## config.mk

```make
export PLATFORM = sky130hd
export DESIGN_NAME = seg_scan_decoder
export DESIGN_NICKNAME = d
export VERILOG_FILES = /design/src/rtl/seg_scan_decoder.sv
export SDC_FILE = /design/constraint.sdc
export NUM_CORES = 1
export LEC_CHECK = 0
export ABC_CLOCK_PERIOD_IN_PS = 5020
export CORE_MARGIN = 2
export CORE_UTILIZATION = 45
export DETAILED_ROUTE_END_ITERATION = 16
export DONT_BUFFER_PORTS = 1
export PLACE_DENSITY = 0.64
export SLEW_MARGIN = 30
export SYNTH_ARGS = -nofsm -noshare
export SYNTH_HDL_FRONTEND = slang
export SYNTH_SLANG_ARGS = --single-unit
```

## constraint.sdc

```tcl
create_clock -name clk -period 5.02 [get_ports clk]
set_input_delay 1.004 -clock clk [delete_from_list [all_inputs] [get_ports clk]]
set_output_delay 1.004 -clock clk [all_outputs]
set_load 0.02 [all_outputs]
```

## src/rtl/seg_scan_decoder.sv

```systemverilog
// Reads back a 6-digit multiplexed 7-segment display from its SEL/SEG scan lines.
// Settled digits are collected into a frame, then the frame is converted to binary, point and sign.
module seg_scan_decoder #(
  parameter logic [15:0] SETTLE_CYC  = 16'd1000,
  parameter logic [23:0] TIMEOUT_CYC = 24'd500_000
) (
  input  logic        clk,
  input  logic        rstn,
  input  logic [5:0]  SEL,
  input  logic [7:0]  SEG,
  output logic [19:0] data,
  output logic [5:0]  point,
  output logic        sign,
  output logic        valid,
  output logic        err
);

  localparam logic [3:0] CODE_MINUS = 4'd10;
  localparam logic [3:0] CODE_BLANK = 4'd11;
  localparam logic [3:0] CODE_ILL   = 4'd15;

  typedef enum logic [1:0] {ST_IDLE, ST_CONV, ST_DONE} state_t;

  function automatic logic [3:0] seg_to_code(input logic [6:0] s);
    logic [3:0] c;
    case (s)
      7'b1000000: c = 4'd0;
      7'b1111001: c = 4'd1;
      7'b0100100: c = 4'd2;
      7'b0110000: c = 4'd3;
      7'b0011001: c = 4'd4;
      7'b0010010: c = 4'd5;
      7'b0000010: c = 4'd6;
      7'b1111000: c = 4'd7;
      7'b0000000: c = 4'd8;
      7'b0010000: c = 4'd9;
      7'b0111111: c = CODE_MINUS;
      7'b1111111: c = CODE_BLANK;
      default:    c = CODE_ILL;
    endcase
    return c;
  endfunction

  // Only the six single-low codes address a digit; all-high and multi-low are ignored.
  function automatic logic sel_legal(input logic [5:0] s);
    logic ok;
    case (s)
      6'b111110, 6'b111101, 6'b111011,
      6'b110111, 6'b101111, 6'b011111: ok = 1'b1;
      default:                         ok = 1'b0;
    endcase
    return ok;
  endfunction

  function automatic logic [2:0] sel_index(input logic [5:0] s);
    logic [2:0] idx;
    case (s)
      6'b111101: idx = 3'd1;
      6'b111011: idx = 3'd2;
      6'b110111: idx = 3'd3;
      6'b101111: idx = 3'd4;
      6'b011111: idx = 3'd5;
      default:   idx = 3'd0;
    endcase
    return idx;
  endfunction

  logic [5:0]  sel_q;
  logic [7:0]  seg_q;
  logic [15:0] stab_q, stab_d;
  logic        capture;
  logic        sel_ok;
  logic        changed;
  logic [2:0]  cap_idx;
  logic [3:0]  cap_code;

  always_comb begin
    sel_ok   = sel_legal(sel_q);
    cap_idx  = sel_index(sel_q);
    cap_code = seg_to_code(seg_q[6:0]);
    changed  = (SEL != sel_q) || (SEG != seg_q);
    stab_d   = stab_q;
    capture  = 1'b0;
    if (changed || !sel_ok) begin
      stab_d = '0;
    end else if (stab_q != SETTLE_CYC - 16'd1) begin
      stab_d  = stab_q + 16'd1;
      capture = (stab_q == SETTLE_CYC - 16'd2);
    end
  end

  logic [3:0] slot_code_q  [6];
  logic [3:0] slot_code_nx [6];
  logic [5:0] slot_dp_q;
  logic [5:0] slot_dp_nx;
  logic [3:0] snap_code_q  [6];
  logic [5:0] snap_dp_q;

  genvar gi;
  generate
    for (gi = 0; gi < 6; gi++) begin : g_slot
      logic hit;
      assign hit              = capture && (cap_idx == 3'(gi));
      assign slot_code_nx[gi] = hit ? cap_code : slot_code_q[gi];
      assign slot_dp_nx[gi]   = hit ? ~seg_q[7] : slot_dp_q[gi];
    end
  endgenerate

  logic [5:0]  seen_q, seen_d;
  logic [23:0] idle_q, idle_d;
  logic        frame_start;
  state_t      state_q;

  // A full seen mask is acted on the edge after it fills; a capture on that edge still lands in the snapshot.
  always_comb begin
    seen_d      = seen_q;
    idle_d      = idle_q;
    frame_start = 1'b0;
    if (seen_q == 6'b111111) begin
      seen_d      = '0;
      idle_d      = '0;
      frame_start = (state_q == ST_IDLE);
    end else if (capture) begin
      seen_d[cap_idx] = 1'b1;
      idle_d          = '0;
    end else if (seen_q == 6'b000000) begin
      idle_d = '0;
    end else if (idle_q == TIMEOUT_CYC - 24'd1) begin
      seen_d = '0;
      idle_d = '0;
    end else begin
      idle_d = idle_q + 24'd1;
    end
  end

  always_ff @(posedge clk or negedge rstn) begin
    if (!rstn) begin
      sel_q     <= 6'b111111;
      seg_q     <= 8'hFF;
      stab_q    <= '0;
      seen_q    <= '0;
      idle_q    <= '0;
      slot_dp_q <= '0;
      snap_dp_q <= '0;
      for (int i = 0; i < 6; i++) begin
        slot_code_q[i] <= CODE_BLANK;
        snap_code_q[i] <= CODE_BLANK;
      end
    end else begin
      sel_q     <= SEL;
      seg_q     <= SEG;
      stab_q    <= stab_d;
      seen_q    <= seen_d;
      idle_q    <= idle_d;
      slot_dp_q <= slot_dp_nx;
      for (int i = 0; i < 6; i++) begin
        slot_code_q[i] <= slot_code_nx[i];
      end
      if (frame_start) begin
        snap_dp_q <= slot_dp_nx;
        for (int i = 0; i < 6; i++) begin
          snap_code_q[i] <= slot_code_nx[i];
        end
      end
    end
  end

  logic [2:0]  idx_q;
  logic [19:0] acc_q;
  logic [19:0] acc_next;
  logic        sign_acc_q, err_acc_q;
  logic [3:0]  cur_code;
  logic [3:0]  dig_val;
  logic        dig_sign, dig_err;
  logic [19:0] data_q;
  logic [5:0]  point_q;
  logic        sign_q, valid_q, err_q;

  // Minus is a sign only in the leading position; blank reads as zero.
  always_comb begin
    cur_code = snap_code_q[idx_q];
    dig_val  = 4'd0;
    dig_sign = 1'b0;
    dig_err  = 1'b0;
    if (cur_code <= 4'd9) begin
      dig_val = cur_code;
    end else if (cur_code == CODE_MINUS) begin
      if (idx_q == 3'd5) dig_sign = 1'b1;
      else               dig_err  = 1'b1;
    end else if (cur_code != CODE_BLANK) begin
      dig_err = 1'b1;
    end
    acc_next = (acc_q << 3) + (acc_q << 1) + {16'd0, dig_val};
  end

  always_ff @(posedge clk or negedge rstn) begin
    if (!rstn) begin
      state_q    <= ST_IDLE;
      idx_q      <= '0;
      acc_q      <= '0;
      sign_acc_q <= 1'b0;
      err_acc_q  <= 1'b0;
      data_q     <= '0;
      point_q    <= '0;
      sign_q     <= 1'b0;
      valid_q    <= 1'b0;
      err_q      <= 1'b0;
    end else begin
      valid_q <= 1'b0;
      case (state_q)
        ST_IDLE: begin
          if (frame_start) begin
            state_q    <= ST_CONV;
            idx_q      <= 3'd5;
            acc_q      <= '0;
            sign_acc_q <= 1'b0;
            err_acc_q  <= 1'b0;
          end
        end
        ST_CONV: begin
          acc_q      <= acc_next;
          sign_acc_q <= sign_acc_q | dig_sign;
          err_acc_q  <= err_acc_q | dig_err;
          if (idx_q == 3'd0) state_q <= ST_DONE;
          else               idx_q   <= idx_q - 3'd1;
        end
        ST_DONE: begin
          data_q  <= acc_q;
          point_q <= snap_dp_q;
          sign_q  <= sign_acc_q;
          err_q   <= err_acc_q;
          valid_q <= 1'b1;
          state_q <= ST_IDLE;
        end
        default: state_q <= ST_IDLE;
      endcase
    end
  end

  assign data  = data_q;
  assign point = point_q;
  assign sign  = sign_q;
  assign valid = valid_q;
  assign err   = err_q;

endmodule

```

# After elaboration in Yosys (flattened, before gate mapping)

Index checks and enable logic that the tools add are counted.

Add/sub/neg operators: 5
Order comparisons: 4
Eq/ne operators: 37
Multiplexer cells: 53
Bitwise logic cells: 5
Reduce and logical (&&, ||, !) cells: 23

Operator list:

| kind                                                                      | number |
|---|---|
| 24-bit two-way mux                                                        | 4 |
| 4-bit case mux with 12 select lines                                       | 1 |
| 20-bit case mux with 2 select lines                                       | 1 |
| 6-bit equality test, second input constant                                | 6 |
| 4-bit two-way mux                                                         | 9 |
| 16-bit two-way mux                                                        | 2 |
| 7-bit equality test, second input constant                                | 4 |
| 24-bit by 1-bit adder with 24-bit output, second input constant           | 1 |
| 24-bit by 19-bit equality test with 1-bit output, second input constant   | 1 |
| 6-bit two-way mux                                                         | 4 |
| 7-bit by 5-bit equality test with 1-bit output, second input constant     | 3 |
| 7-bit by 6-bit equality test with 1-bit output, second input constant     | 3 |
| 20-bit adder                                                              | 1 |
| 20-bit by 4-bit adder with 20-bit output                                  | 1 |
| 1-bit two-way mux                                                         | 20 |
| 20-bit two-way mux                                                        | 1 |
| 16-bit by 1-bit adder with 16-bit output, second input constant           | 1 |
| 16-bit by 10-bit equality test with 1-bit output, second input constant   | 1 |
| 16-bit by 10-bit inequality test with 1-bit output, second input constant | 1 |
| 3-bit case mux with 5 select lines                                        | 1 |
| 4-bit binary-select mux with 3-bit select                                 | 1 |
| 3-bit equality test, second input constant                                | 3 |
| 8-bit inequality test                                                     | 1 |
| 7-bit by 2-bit equality test with 1-bit output, second input constant     | 1 |
| other kinds (37)                                                          | 55 |

Bits in registers: 176
Input port bits: 16
Output and inout bits: 29
Logic and storage cells: 156

# Logic depth before layout (Yosys ltp)

Gate-level depths: netlist of the first run.

Depth in word-level cells: 10
Depth in mapped cells: 15
Mapped depth without buffers: 14

# Worst setup path before layout of the first run

Ideal clock, no wire load.

Kind: register to register
Start point: register idx_q[0]
End point: register acc_q[15]
Library setup time: 0.122 ns
Arrival time: 3.869 ns
Required time: 4.898 ns
Setup slack: 1.029 ns
Cell stages (with the launch flop): 14
Path buffers: 1
Period minus slack after synthesis: 3.991 ns
Path through: dfrtp_1 > buf_1 > mux4_2 > mux2i_1 > nand3_1 > fa_1 > inv_1 > ha_1 > a211oi_1 > o21ai_0 > a22oi_1 > a21oi_1 > or3_1 > a32o_1

Cells in the longest elaborated chain, start to end: 8

Ends and longest elaborated chain:

| element                                                   | line | RTL |
|---|---|---|
| start: declaration                                        | 168  | `logic [2:0] idx_q;` |
| start signal: assignment                                  | 225  | `else idx_q <= idx_q - 3'd1;` |
| 3-bit NOT with 4-bit output (implied by the code) (*)     | 181  | `cur_code = snap_code_q[idx_q];` |
| 4-bit binary-select mux with 3-bit select (*)             | 181  |  |
| 4-bit two-way mux (implied by the code) (*) (2 in series) | 181  |  |
| 4-bit less-or-equal comparator                            | 185  | `if (cur_code <= 4'd9) begin` |
| 4-bit two-way mux (*)                                     | 185  |  |
| 20-bit by 4-bit adder with 20-bit output (*)              | 193  | `acc_next = (acc_q << 3) + (acc_q << 1) + {16'd0, dig_val};` |
| 20-bit case mux with 2 select lines (*)                   | 210  | `case (state_q)` |
| end signal: assignment                                    | 221  | `acc_q <= acc_next;` |
| end: declaration                                          | 169  | `logic [19:0] acc_q;` |

Mark *: on every way between the ends. The rest lies on a longest branch, timed or not. The select of a mux whose other input is x is not followed.
A chain may end at the register's enable or synchronous reset.

# Final worst setup path of the first run

Start point: register idx_q[0]
End point: register acc_q[16]

The elaborated chain is that of the path after synthesis.

==> run summary, run 1 <==
The placeable core region was 0.0197 mm². The net count after synthesis was 857; the die width was 146 µm. The finished cells cover 0.00989 mm². Number of post-CTS setup repair buffers: 0.

For the top-level port count, the log shows 45. Worst-case setup slack after placement: 0.836 ns. For this design the ratio of total power to cell area is 275 mW/mm².

TritonCTS built the clock tree. The number of levels in the clock H-tree is 4, and the number of hold violations in the final report is 0. The fill cell instance count of the final layout came out at 1781. The number of antenna diodes in the final layout is 0.

STA classifies the critical path startpoint as a flop. Number of antenna violations at the first check in global routing: 0. The cell at the root of the clock tree is clkbuf_16. The worst-path maximum fanout is 7. The first-pass detailed-route iteration total was 5; the largest clock skew in the final design was 0.0108 ns. The leftover overflow at the end of global routing was 0. Buffers placed on the I/O ports in this run total 0.

Gates resized during post-CTS repair numbered 0. The critical path is of the reg2reg type. The first global-routing pass estimated 30500 µm of wire. After detailed routing, the total wire length is 17900 µm. The highest attainable clock frequency is 236 MHz, and the number of different library cells in the post-synthesis netlist is 66. The final worst-path cycle share is 84.3%. The overall die height works out to 146 µm. Average size of a mapped cell: 11.4 µm². For this design, the sink count on the clock tree is 176. The run finished with clean final reports.

The relative area change from synthesis to final layout is 8.93%. The overall power was 2.72 mW. The launching instance or port of the critical path is idx_q[0]. Data on the critical path is required at its endpoint by 5.33 ns. The final estimated routing congestion in global placement was 0.853. In this run the worst setup path terminates at acc_q[16].

The remaining number of nets flagged by the antenna check after routing is 0. Cell type contributing the most total cell area after synthesis: dfrtp_1. Buffers inserted during clock tree synthesis total 17. The number of DRC markers after the initial detailed-route iteration is 298, and the final-stage net count is 851. The clock transition at the register clock pins on the worst setup and hold paths after CTS is 0.07 ns, and the overall via count from detail_route is 6016.

The mapped netlist covers 0.00908 mm². The hold buffer count at cts is 0, and the clock tree buffer depth is 2. Cells with a size suffix above 1 make up 23.7% of the layout. For the pin with the worst max-slew slack, the measured transition is 0.830 ns. Launch point of the worst reg-to-reg path: idx_q[0]. Maximum number of pins on one net before global-route repair: 177. The most repeated cell in the gate-level netlist after synthesis is dfrtp_1.

The tools report the final worst setup slack as 0.787 ns. Setup repair after global routing left no endpoint under its margin. Measured against its own limit, the worst slew margin works out to 44.6%. The count of state elements after synthesis came out at 176. The tool flagged a number of max-cap violations equal to 0. The number of global-route vias before repair was 5936. Leakage power figure: 4.54 nW.

Synthesis produced 799 cells. The run gives 49.2% as the sequential-to-total area share from yosys stat. Ranked by total cell area, the synthesized netlist is headed by dfrtp_1, dfstp_2, mux2_2, ha_1, xor2_1.

In this run the biggest area consumer among cell types represents 34.7% of the synthesized area. STA classifies the critical path endpoint as a flop. After detailed routing, the number of remaining DRC violations is 0.

The most used flip-flop cell after synthesis is dfrtp_1. For the maximum vdd ir drop, the log shows 0.193 mV. The synthesized design contains 0 enable-type register cells. The floorplan has 51 rows.

For the count of final max-slew check failures, the log shows 0. The commonest cells after synthesis are dfrtp_1, mux2_2, nor2_1, nand2_1, dfstp_2. The number of cells on the worst reg-to-reg path is 12. The setup check on the worst reg-to-reg path leaves a slack of 0.79 ns.

For the worst-skew pair, the clock arrives at the later sink with an insertion delay of 0.43 ns. The worst hold path belongs to the class in2async. For this configuration, the core starts out at a cell density of 46.2%. Setup violations remaining at the end of the flow were counted as 0. After detailed routing, the average wire length per cell comes to 16.7 µm. The HPWL after detailed placement is 12200 µm.

The instance area at placement came out at 0.00933 mm². In this run the critical register-to-register path is captured at acc_q[16]. The via-per-instance ratio is 5.62. Global routing used 17.5% of the available tracks across all layers.

The post-route setup TNS is 0 ns. For the worst setup path, the data arrival time is 4.54 ns. Yosys printed 0 warnings. The routed design could run at a clock period as short as 4.23 ns. Of all flip-flops after synthesis, the portion carrying an async set or reset was 100%. The full die area is 0.0213 mm².
==> through the flow <==
step / hold slack, ns / instances / utilization, %
floorplan: 0.446 / 799 / -
global placement: 0.470 / 1038 / 47.4
detailed placement: 0.483 / 1038 / 47.4
CTS: 0.257 / 1070 / 50.3
global route: 0.249 / 1071 / 50.3
finish: 0.273 / 1071 / 50.3
==> how the worst min path moves through the flow <==
| stage | to | cells past startpoint | slack (ns) |
|---|---|---|---|
| floorplan | sign_acc_q | 2 | 0.45 |
| global route | stab_q[14] | 0 | 0.25 |
| detailed placement | slot_code_q[14] | 1 | 0.48 |
| global placement | idle_q[0] | 1 | 0.47 |
| finish | stab_q[12] | 0 | 0.27 |
| CTS | stab_q[2] | 0 | 0.26 |
==> area by class of cell <==
class | instances | area [µm²] | area share, %
tap | 265 | 332 | 3.35
multi-input combinational | 563 | 4390 | 44.4
clock inverter | 11 | 82.6 | 0.835
inverter | 31 | 116 | 1.18
timing repair buffer | 4 | 33.8 | 0.342
sequential | 176 | 4470 | 45.2
clock buffer | 21 | 470 | 4.76
==> worst max-delay path: stages, from the launching register on <==
cell	delay, ns
dfrtp_1	0.58
buf_4	0.23
mux4_2	0.49
mux2i_1	0.25
nand3_1	0.14
fa_1	0.50
fa_1	0.47
nand2b_1	0.20
a21oi_1	0.28
o211ai_1	0.24
a311oi_1	0.32
o21ai_0	0.15
a32o_1	0.28
==> placed cells by master (no fill, tap or decap), drive strengths merged, types with 5 or more instances in the layout <==
cell,n
dfrtp,126
mux2,81
nor2,69
nand2,54
dfstp,50
xor2,42
ha,40
o21ai,33
inv,33
nand3,25
xnor2,21
clkbuf,21
and3,16
a21oi,15
mux2i,14
nand4,12
nor4,11
nor3,10
nand2b,10
or3,8
nor2b,8
a211oi,8
o21a,7
clkinv,7
a32o,6
a22o,5
a21o,5
and4,5
==> sequential cells by signal, indices dropped and copies added (netlist names) <==
signal       cells
slot_dp_q        6
slot_code_q     24
err_acc_q        1
idx_q            3
state_q          2
snap_dp_q        6
stab_q          16
seg_q            8
valid            1
data            20
sign_acc_q       1
point            6
sign             1
idle_q          24
seen_q           6
acc_q           20
snap_code_q     24
sel_q            6
err              1
==> cell families (layout without fill, tap and decap cells) <==
logic type | after synthesis | after routing | share of synthesized area [%]
AO/OA/AOI/OAI | 113 | 113 | 8.35
buffers and inverters | 60 | 67 | 2.71
multiplexers | 99 | 99 | 12.7
XOR/XNOR | 63 | 63 | 6.16
AND/OR/NAND/NOR | 246 | 246 | 14.9
adder cells (fa/ha/maj) | 42 | 42 | 5.95
flip-flops | 176 | 176 | 49.2
==> layer usage <==
metal	track usage, %	wire length (µm)	vias up
li1	-	-	2839
met5	0	0	-
met2	28.4	8790	112
met4	5.83	256	0
met1	23.9	8350	3043
met3	3.19	520	22
==> power breakdown <==
group / internal, mW / switching, mW / leakage [nW]
Sequential: 1.43 / 0.0166 / 2.23
Clock: 0.677 / 0.566 / 0.270
Combinational: 0.0154 / 0.0188 / 2.05
No activity file was read; power rests on OpenSTA's default activity.
==> run 2: changes to the inputs <==
--- a/config.mk
+++ b/config.mk
@@ -5,7 +5,7 @@
 export SDC_FILE = /design/constraint.sdc
 export NUM_CORES = 1
 export LEC_CHECK = 0
-export ABC_CLOCK_PERIOD_IN_PS = 5020
+export ABC_CLOCK_PERIOD_IN_PS = 4400
 export CORE_MARGIN = 2
 export CORE_UTILIZATION = 45
 export DETAILED_ROUTE_END_ITERATION = 16
==> constraint.sdc (replaced) <==
create_clock -name clk -period 4.4 [get_ports clk]
set_input_delay 0.88 -clock clk [delete_from_list [all_inputs] [get_ports clk]]
set_output_delay 0.88 -clock clk [all_outputs]
set_load 0.02 [all_outputs]
==> run 2 against run 1 <==
Net effect:
- die area did not move
- combinational power is 16% higher
- sequential cell count unchanged
- cell area barely moved
- via count is 2.4% lower
- largest power group unchanged
- sequential share of layout area barely moved
- utilization about the same
==> run summary, run 2 (synthesized netlist as in run 1, its figures left out) <==
The flow ran to the end, and the final reports show no timing, DRC or antenna violations. Top library cells by usage in the layout, fill and taps aside: dfrtp_1, mux2_2, nor2_1 (unchanged). The leakage power figure is 4.55 nW (was 4.54 nW), and the leftover overflow at the end of global routing is 0 (unchanged).

The commonest non-fill, non-tap cell in the layout is dfrtp_1 (unchanged). The class of the tightest hold or removal check is in2async (unchanged). The effective utilization at floorplan was 46.2% (unchanged); the required time of the critical path was 4.71 ns (was 5.33 ns).

Setup repair after global routing left no endpoint under its margin. The final period demand of the worst path was 4.04 ns (was 4.23 ns); the number of input and output port buffers inserted was 0 (unchanged). The first-pass detailed-route iteration total came out at 5 (unchanged). The full die area came out at 0.0213 mm² (unchanged). The overall die height is 146 µm (unchanged), and the clock buffer count from CTS is 17 (unchanged).

The layout cell share with drive strength beyond 1 was 23.6% (was 23.7%). The logs give 0 (unchanged) for the number of post-CTS setup repair buffers and 51 (unchanged) for the number of rows created at floorplan. The remaining number of nets flagged by the antenna check after routing was 0 (unchanged). The launching instance or port of the critical path is idx_q[0] (unchanged). The placeable core region is 0.0197 mm² (unchanged).

The startpoint-to-endpoint class of the critical path was reg2reg (unchanged). The worst-margin pin slew was 0.909 ns (was 0.830 ns). The arrival time reported for the critical path endpoint came out at 4.35 ns (was 4.54 ns).

The type of origin of the critical path is a flop (unchanged). The placed wire-length estimate after detailed placement came out at 12100 µm (was 12200 µm). The average wire per standard cell is 16.4 µm (was 16.7 µm). Final-stage net count: 850 (was 851). The overall power came out at 3.14 mW (was 2.72 mW).

Final estimated routing congestion in global placement: 0.841 (was 0.853). For the worst slew margin relative to its limit, the log shows 39.0% (was 44.6%). The count of inserted antenna diode cells was 0 (unchanged). The kind of capture point of the worst setup path is a flop (unchanged). The clock tree buffer depth was 2 (unchanged). The tools report the instance area at placement as 0.00932 mm² (was 0.00933 mm²).

The launch point of the worst reg-to-reg path was idx_q[0] (unchanged). The logs give 0.42 ns (was 0.43 ns) for the clock latency of the later-clocked register in the worst-skew pair and 0 (unchanged) for the number of hold violations in the final report. The logs give 1070 (was 1071) for the final cell count without fillers and 17.1% (was 17.5%) for the global router's overall resource usage. The logs give 0 (unchanged) for the count of final max-slew check failures and 0 (unchanged) for the hold buffer count at cts. Maximum vdd ir drop: 0.207 mV (was 0.193 mV). The die width works out to 146 µm (unchanged). The final worst-path cycle share works out to 91.8% (was 84.3%).

The overall via count from detail_route was 5872 (was 6016); the clock transition at the register clock pins on the worst setup and hold paths after CTS was 0.07 ns (about the same). The highest attainable clock frequency is 247 MHz (was 236 MHz). Cell at the root of the clock tree: clkbuf_16 (unchanged).

The run gives 17600 µm (was 17900 µm) as the aggregate routed wire length. For the number of cells in the design after placement, the log shows 1037 (was 1038). For the number of setup violations in the final report, the log shows 0 (unchanged). The power density over the cells was 317 mW/mm² (was 275 mW/mm²); the number of antenna violations at the first check in global routing was 0 (unchanged).

Number of global-route vias before repair: 6072 (was 5936). The length in cells of the worst reg-to-reg path works out to 12 (unchanged). The run gives 0 ns (unchanged) as the post-route setup TNS. The wire length of the first global-routing pass is 29900 µm (was 30500 µm). The relative area change from synthesis to final layout came out at 9.03% (was 8.93%). Top Registers: idle_q x24, slot_code_q x24, snap_code_q x24 (unchanged). The run gives 45 (unchanged) as the top-level port count. The worst-path maximum fanout came out at 5 (was 7). The tools report the largest clock skew in the final design as 0.0104 ns (was 0.0108 ns).

For the number of clock sinks seen by CTS, the log shows 176 (unchanged). TritonCTS built the clock tree. The number of levels in the clock H-tree came out at 4 (unchanged). The run gives 275 (was 298) as the number of DRC markers after the initial detailed-route iteration. The tools report the post-cts resize count as 0 (unchanged). The via-per-instance ratio works out to 5.49 (was 5.62). The number of max-capacitance violations reported came out at 0 (unchanged). The maximum number of pins on one net before global-route repair is 177 (unchanged), and the design area is 0.00990 mm² (was 0.00989 mm²). The DRC violation count after routing was 0 (unchanged).
run 2: layer usage:
metal / vias up / global-route usage (%) / wire length (µm)
met3: 20 / 3.41 / 476
met5: - / 0 / 0
met4: 0 / 5.97 / 243
li1: 2833 / - / -
met1: 2960 / 22.3 / 8250
met2: 59 / 28.6 / 8620
run 2: final timing paths:
check / endpoint / slack [ns]
worst min-delay path: stab_q[12] / 0.16
max in group asynchronous: slot_code_q[4] / 3.95
worst max register to register: acc_q[15] / 0.36
worst max-delay path: acc_q[15] / 0.36
worst min register to register: idle_q[0] / 0.48
min in group clk: seg_q[4] / 0.45
run 2: layout make-up:
cell class | instances | area [µm²]
Sequential cell | 176 | 4470
Timing Repair Buffer | 3 | 28.8
Tap cell | 265 | 332
Fill cell | 1796 | 9760
Inverter | 31 | 116
Clock inverter | 11 | 104
Clock buffer | 21 | 460
Multi-Input combinational cell | 563 | 4390
run 2: power by group:
group / switching, mW / total (mW) / internal, mW
combinational: 0.0221 / 0.0397 / 0.0176
sequential: 0.0190 / 1.65 / 1.63
clock: 0.630 / 1.45 / 0.816
run 2: stage by stage:
| step | hold WS (ns) | util [%] | worst slack (ns) |
|---|---|---|---|
| final | 0.158 | 50.4 | 0.360 |
| after global routing | 0.131 | 50.4 | 0.00468 |
| after CTS | 0.133 | 50.3 | 0.391 |
| after detailed placement | 0.481 | 47.4 | 0.426 |
| after global placement | 0.471 | 47.4 | 0.514 |
| after floorplan | 0.446 | - | 0.409 |
run 2: critical path, cell delays in order (launching register included):
cell and delay (ns):
dfrtp_1 0.50, mux4_2 0.54, mux2i_1 0.30, nand3_1 0.16, fa_1 0.56, inv_1 0.06
ha_1 0.31, a211oi_1 0.32, o21ai_0 0.23, a22oi_1 0.25, a21oi_1 0.12, or3_1 0.33
a32o_1 0.25
==> run 3: changes to the inputs <==
--- a/config.mk
+++ b/config.mk
@@ -6,8 +6,10 @@
 export NUM_CORES = 1
 export LEC_CHECK = 0
 export ABC_CLOCK_PERIOD_IN_PS = 4400
+export CAP_MARGIN = 20
 export CORE_MARGIN = 2
 export CORE_UTILIZATION = 45
+export CTS_BUF_LIST = sky130_fd_sc_hd__clkbuf_4
 export DETAILED_ROUTE_END_ITERATION = 16
 export DONT_BUFFER_PORTS = 1
 export PLACE_DENSITY = 0.64
==> run 3 against run 2 <==
Net effect:
- via count up 1.2%
- sequential share of layout area up 1.3 points
- sequential cell count unchanged
- die area unchanged
- power is 18% lower
- sequential power about the same
- hold slack worse by 0.035 ns
- global-route usage rose by 0.067 points
- cell count increased by 0.19%
- utilization shrank 1.4 points
- clock power shrank 41%
- critical path type unchanged
==> run summary, run 3 (synthesized netlist as in run 1, its figures left out) <==
The number of clock sinks seen by CTS came out at 176 (unchanged). Top library cells by usage in the layout, fill and taps aside: dfrtp_1, mux2_2, nor2_1 (unchanged). The tools report the capture point of the worst reg-to-reg path as acc_q[15] (unchanged).

Post-route core utilization: 48.9% (was 50.4%). Critical-path cell list: mux4_2 -> mux2i_1 -> nand3_1 -> fa_1 -> inv_1 -> ha_1 -> a211oi_1 -> o21ai_0 -> a22oi_1 -> a21oi_1 -> or3_1 -> a32o_1 (unchanged). The clock latency of the later-clocked register in the worst-skew pair was 0.57 ns (was 0.42 ns); the die width was 146 µm (unchanged). For the placeable core region, the log shows 0.0197 mm² (unchanged). The power density over the cells was 268 mW/mm² (was 317 mW/mm²); the switching part of the total power was 24.3% (was 21.4%). Startpoint-to-endpoint class of the critical path: reg2reg (unchanged). The layout cell share with drive strength beyond 1 works out to 23.8% (was 23.6%).

The largest clock skew in the final design was 0.0266 ns (was 0.0104 ns); the length in cells of the worst reg-to-reg path was 12 (unchanged). The slowest cell on the critical path is fa_1 (unchanged). The count of final max-slew check failures is 0 (unchanged). Setup repair after global routing left no endpoint under its margin.

Overall die height: 146 µm (unchanged). The flow ran to the end, and the final reports show no timing, DRC or antenna violations. The kind of capture point of the worst setup path is a flop (unchanged). The run gives 1822 (was 1796) as the fill cell instance count of the final layout. For the aggregate routed wire length, the log shows 17600 µm (about the same).

The run gives 0.841 (unchanged) as the final estimated routing congestion in global placement. The type of origin of the critical path was a flop (unchanged). The number of DRC markers after the initial detailed-route iteration was 229 (was 275); the number of max-capacitance violations reported was 0 (unchanged). The cell-internal power is 1.95 mW (was 2.47 mW), and the portion of total power attributed to combinational logic is 2.5% (was 1.3%). The run gives 1 (was 0) as the number of antenna violations at the first check in global routing. The area of all sequential standard cells is 0.00447 mm² (about the same), and the effective utilization at floorplan is 46.2% (unchanged). The full die area was 0.0213 mm² (unchanged). The footprint of the multi-input gates is 0.00439 mm² (unchanged), and the clock transition at the register clock pins on the worst setup and hold paths after CTS is 0.15 ns (was 0.07 ns). Worst-margin pin slew: 0.904 ns (was 0.909 ns). The relative area change from synthesis to final layout is 5.95% (was 9.03%), and the arrival time reported for the critical path endpoint is 4.41 ns (was 4.35 ns). The overall via count from detail_route was 5941 (was 5872); the final worst-path cycle share was 89.8% (was 91.8%). The run gives 5 (unchanged) as the first-pass detailed-route iteration total. The commonest non-fill, non-tap cell in the layout is dfrtp_1 (unchanged).

The tools report the DRC violation count after routing as 0 (unchanged). The worst-path maximum fanout is 5 (unchanged), and the final-stage net count is 851 (was 850). The power share of the sequential group came out at 64.2% (was 52.6%). The tools report the clock tree buffer depth as 2 (unchanged). Largest incremental delay on the critical path: 0.55 ns (was 0.56 ns).

Class of the tightest hold or removal check: in2async (unchanged). TritonCTS built the clock tree. The global router's overall resource usage came out at 17.2% (was 17.1%).

For the net switching power figure, the log shows 626 µW (was 671 µW). The number of input and output port buffers inserted came out at 0 (unchanged). The run gives 253 MHz (was 247 MHz) as the highest attainable clock frequency. The leakage power figure is 4.42 nW (was 4.55 nW), and the share of total power in the clock network is 33.4% (was 46.1%). The top-level port count was 45 (unchanged). The launch point of the worst reg-to-reg path was idx_q[0] (unchanged). For the clock buffer count from CTS, the log shows 17 (unchanged).

The maximum vdd ir drop was 0.124 mV (was 0.207 mV). The leftover overflow at the end of global routing was 0 (unchanged); the worst setup slack for register-to-register paths was 0.45 ns (was 0.36 ns). The run gives 6046 (was 6072) as the number of global-route vias before repair.

Top Registers: idle_q x24, slot_code_q x24, snap_code_q x24 (unchanged). For the post-route setup TNS, the log shows 0 ns (unchanged). The cell at the root of the clock tree is clkbuf_4 (was clkbuf_16). The placed wire-length estimate after detailed placement came out at 12100 µm (unchanged).

For the wire length of the first global-routing pass, the log shows 29900 µm (about the same). The number of levels in the clock H-tree came out at 4 (unchanged). Number of rows created at floorplan: 51 (unchanged).

The final period demand of the worst path was 3.95 ns (was 4.04 ns). The worst slew margin relative to its limit was 39.3% (was 39.0%); the maximum number of pins on one net before global-route repair was 127 (was 177). The tools report the number of setup violations in the final report as 0 (unchanged). The required time of the critical path was 4.86 ns (was 4.71 ns); the via-per-instance ratio was 5.54 (was 5.49). The tools report the number of hold violations in the final report as 0 (unchanged). The remaining number of nets flagged by the antenna check after routing is 0 (unchanged), and the average wire per standard cell is 16.4 µm (about the same).
==> run 3: cell count changes in the layout (fill, tap and decap cells not counted) <==
| cell | previous run | this run |
|---|---|---|
| clkbuf_4 | 0 | 19 |
| clkbuf_16 | 17 | 0 |
| clkbuf_1 | 2 | 0 |
| clkbuf_8 | 3 | 1 |
| clkinv_1 | 0 | 2 |
| buf_16 | 0 | 1 |
| dfrtp_1 | 126 | 125 |
| dfrtp_2 | 0 | 1 |
| diode_2 | 0 | 1 |
==> run 3: repair_timing <==
action	CTS	global route
setup endpoints to repair	0	1
endpoints found under the hold margin	126	0
hold buffers	1	0
buffers inserted	0	0
gates resized for setup	0	1
==> run 3: cell type report <==
| cell class | instances | share of cell area, % |
|---|---|---|
| Clock inverter | 13 | 1.16 |
| Inverter | 31 | 1.21 |
| Antenna cell | 1 | 0.0260 |
| Sequential cell | 176 | 46.4 |
| Clock buffer | 19 | 1.48 |
| Tap cell | 265 | 3.45 |
| Timing Repair Buffer | 4 | 0.585 |
| Multi-Input combinational cell | 563 | 45.6 |
==> run 3: layer usage <==
layer	vias to the layer above	routed length, µm	global-route usage (%)
li1	2843	-	-
met1	2986	8230	22.6
met2	89	8540	28.3
met3	23	568	3.47
met4	0	260	6.41
met5	-	0	0
==> run 3: through the flow <==
stage | hold WS (ns) | worst slack [ns] | cells | power (mW) | cell area (µm²)
finish | 0.123 | 0.450 | 1072 | 2.57 | 9620
global route | 0.0661 | 0.0905 | 1072 | 2.69 | 9620
CTS | 0.0806 | 0.372 | 1070 | 2.61 | 9600
detailed placement | 0.481 | 0.426 | 1037 | 1.72 | 9320
global placement | 0.471 | 0.514 | 1037 | 1.72 | 9310
floorplan | 0.446 | 0.409 | 799 | 1.71 | 9080
==> run 3: worst max path at each step <==
| stage | to | slack, ns | cells past startpoint | startpoint |
|---|---|---|---|---|
| 6_report | acc_q[15] | 0.45 | 12 | idx_q[0] |
| 5_1_grt | acc_q[15] | 0.09 | 14 | idx_q[0] |
| 4_1_cts | acc_q[15] | 0.37 | 12 | idx_q[0] |
| 3_5_place_dp | acc_q[15] | 0.43 | 12 | idx_q[0] |
| 3_3_place_gp | acc_q[15] | 0.51 | 12 | idx_q[0] |
| 2_1_floorplan | acc_q[15] | 0.41 | 13 | idx_q[0] |
==> run 3: critical path, delay by kind of cell, from the launching register on <==
kind	cells	cell delay [ns]
flops	1	0.48
fa+ha+maj	2	0.86
mux	2	0.82
buf+inv	1	0.06
compound gates	5	1.14
simple gates	2	0.48
==> run 3: power groups by stage <==
stage                     logic, mW  registers, mW  clock network (mW)
after floorplan              0.0470           1.66                   0
after global placement       0.0373           1.68                   0
after detailed placement     0.0391           1.68                   0
after CTS                    0.0659           1.65               0.894
after global routing         0.0733           1.65               0.959
final                        0.0638           1.65               0.859
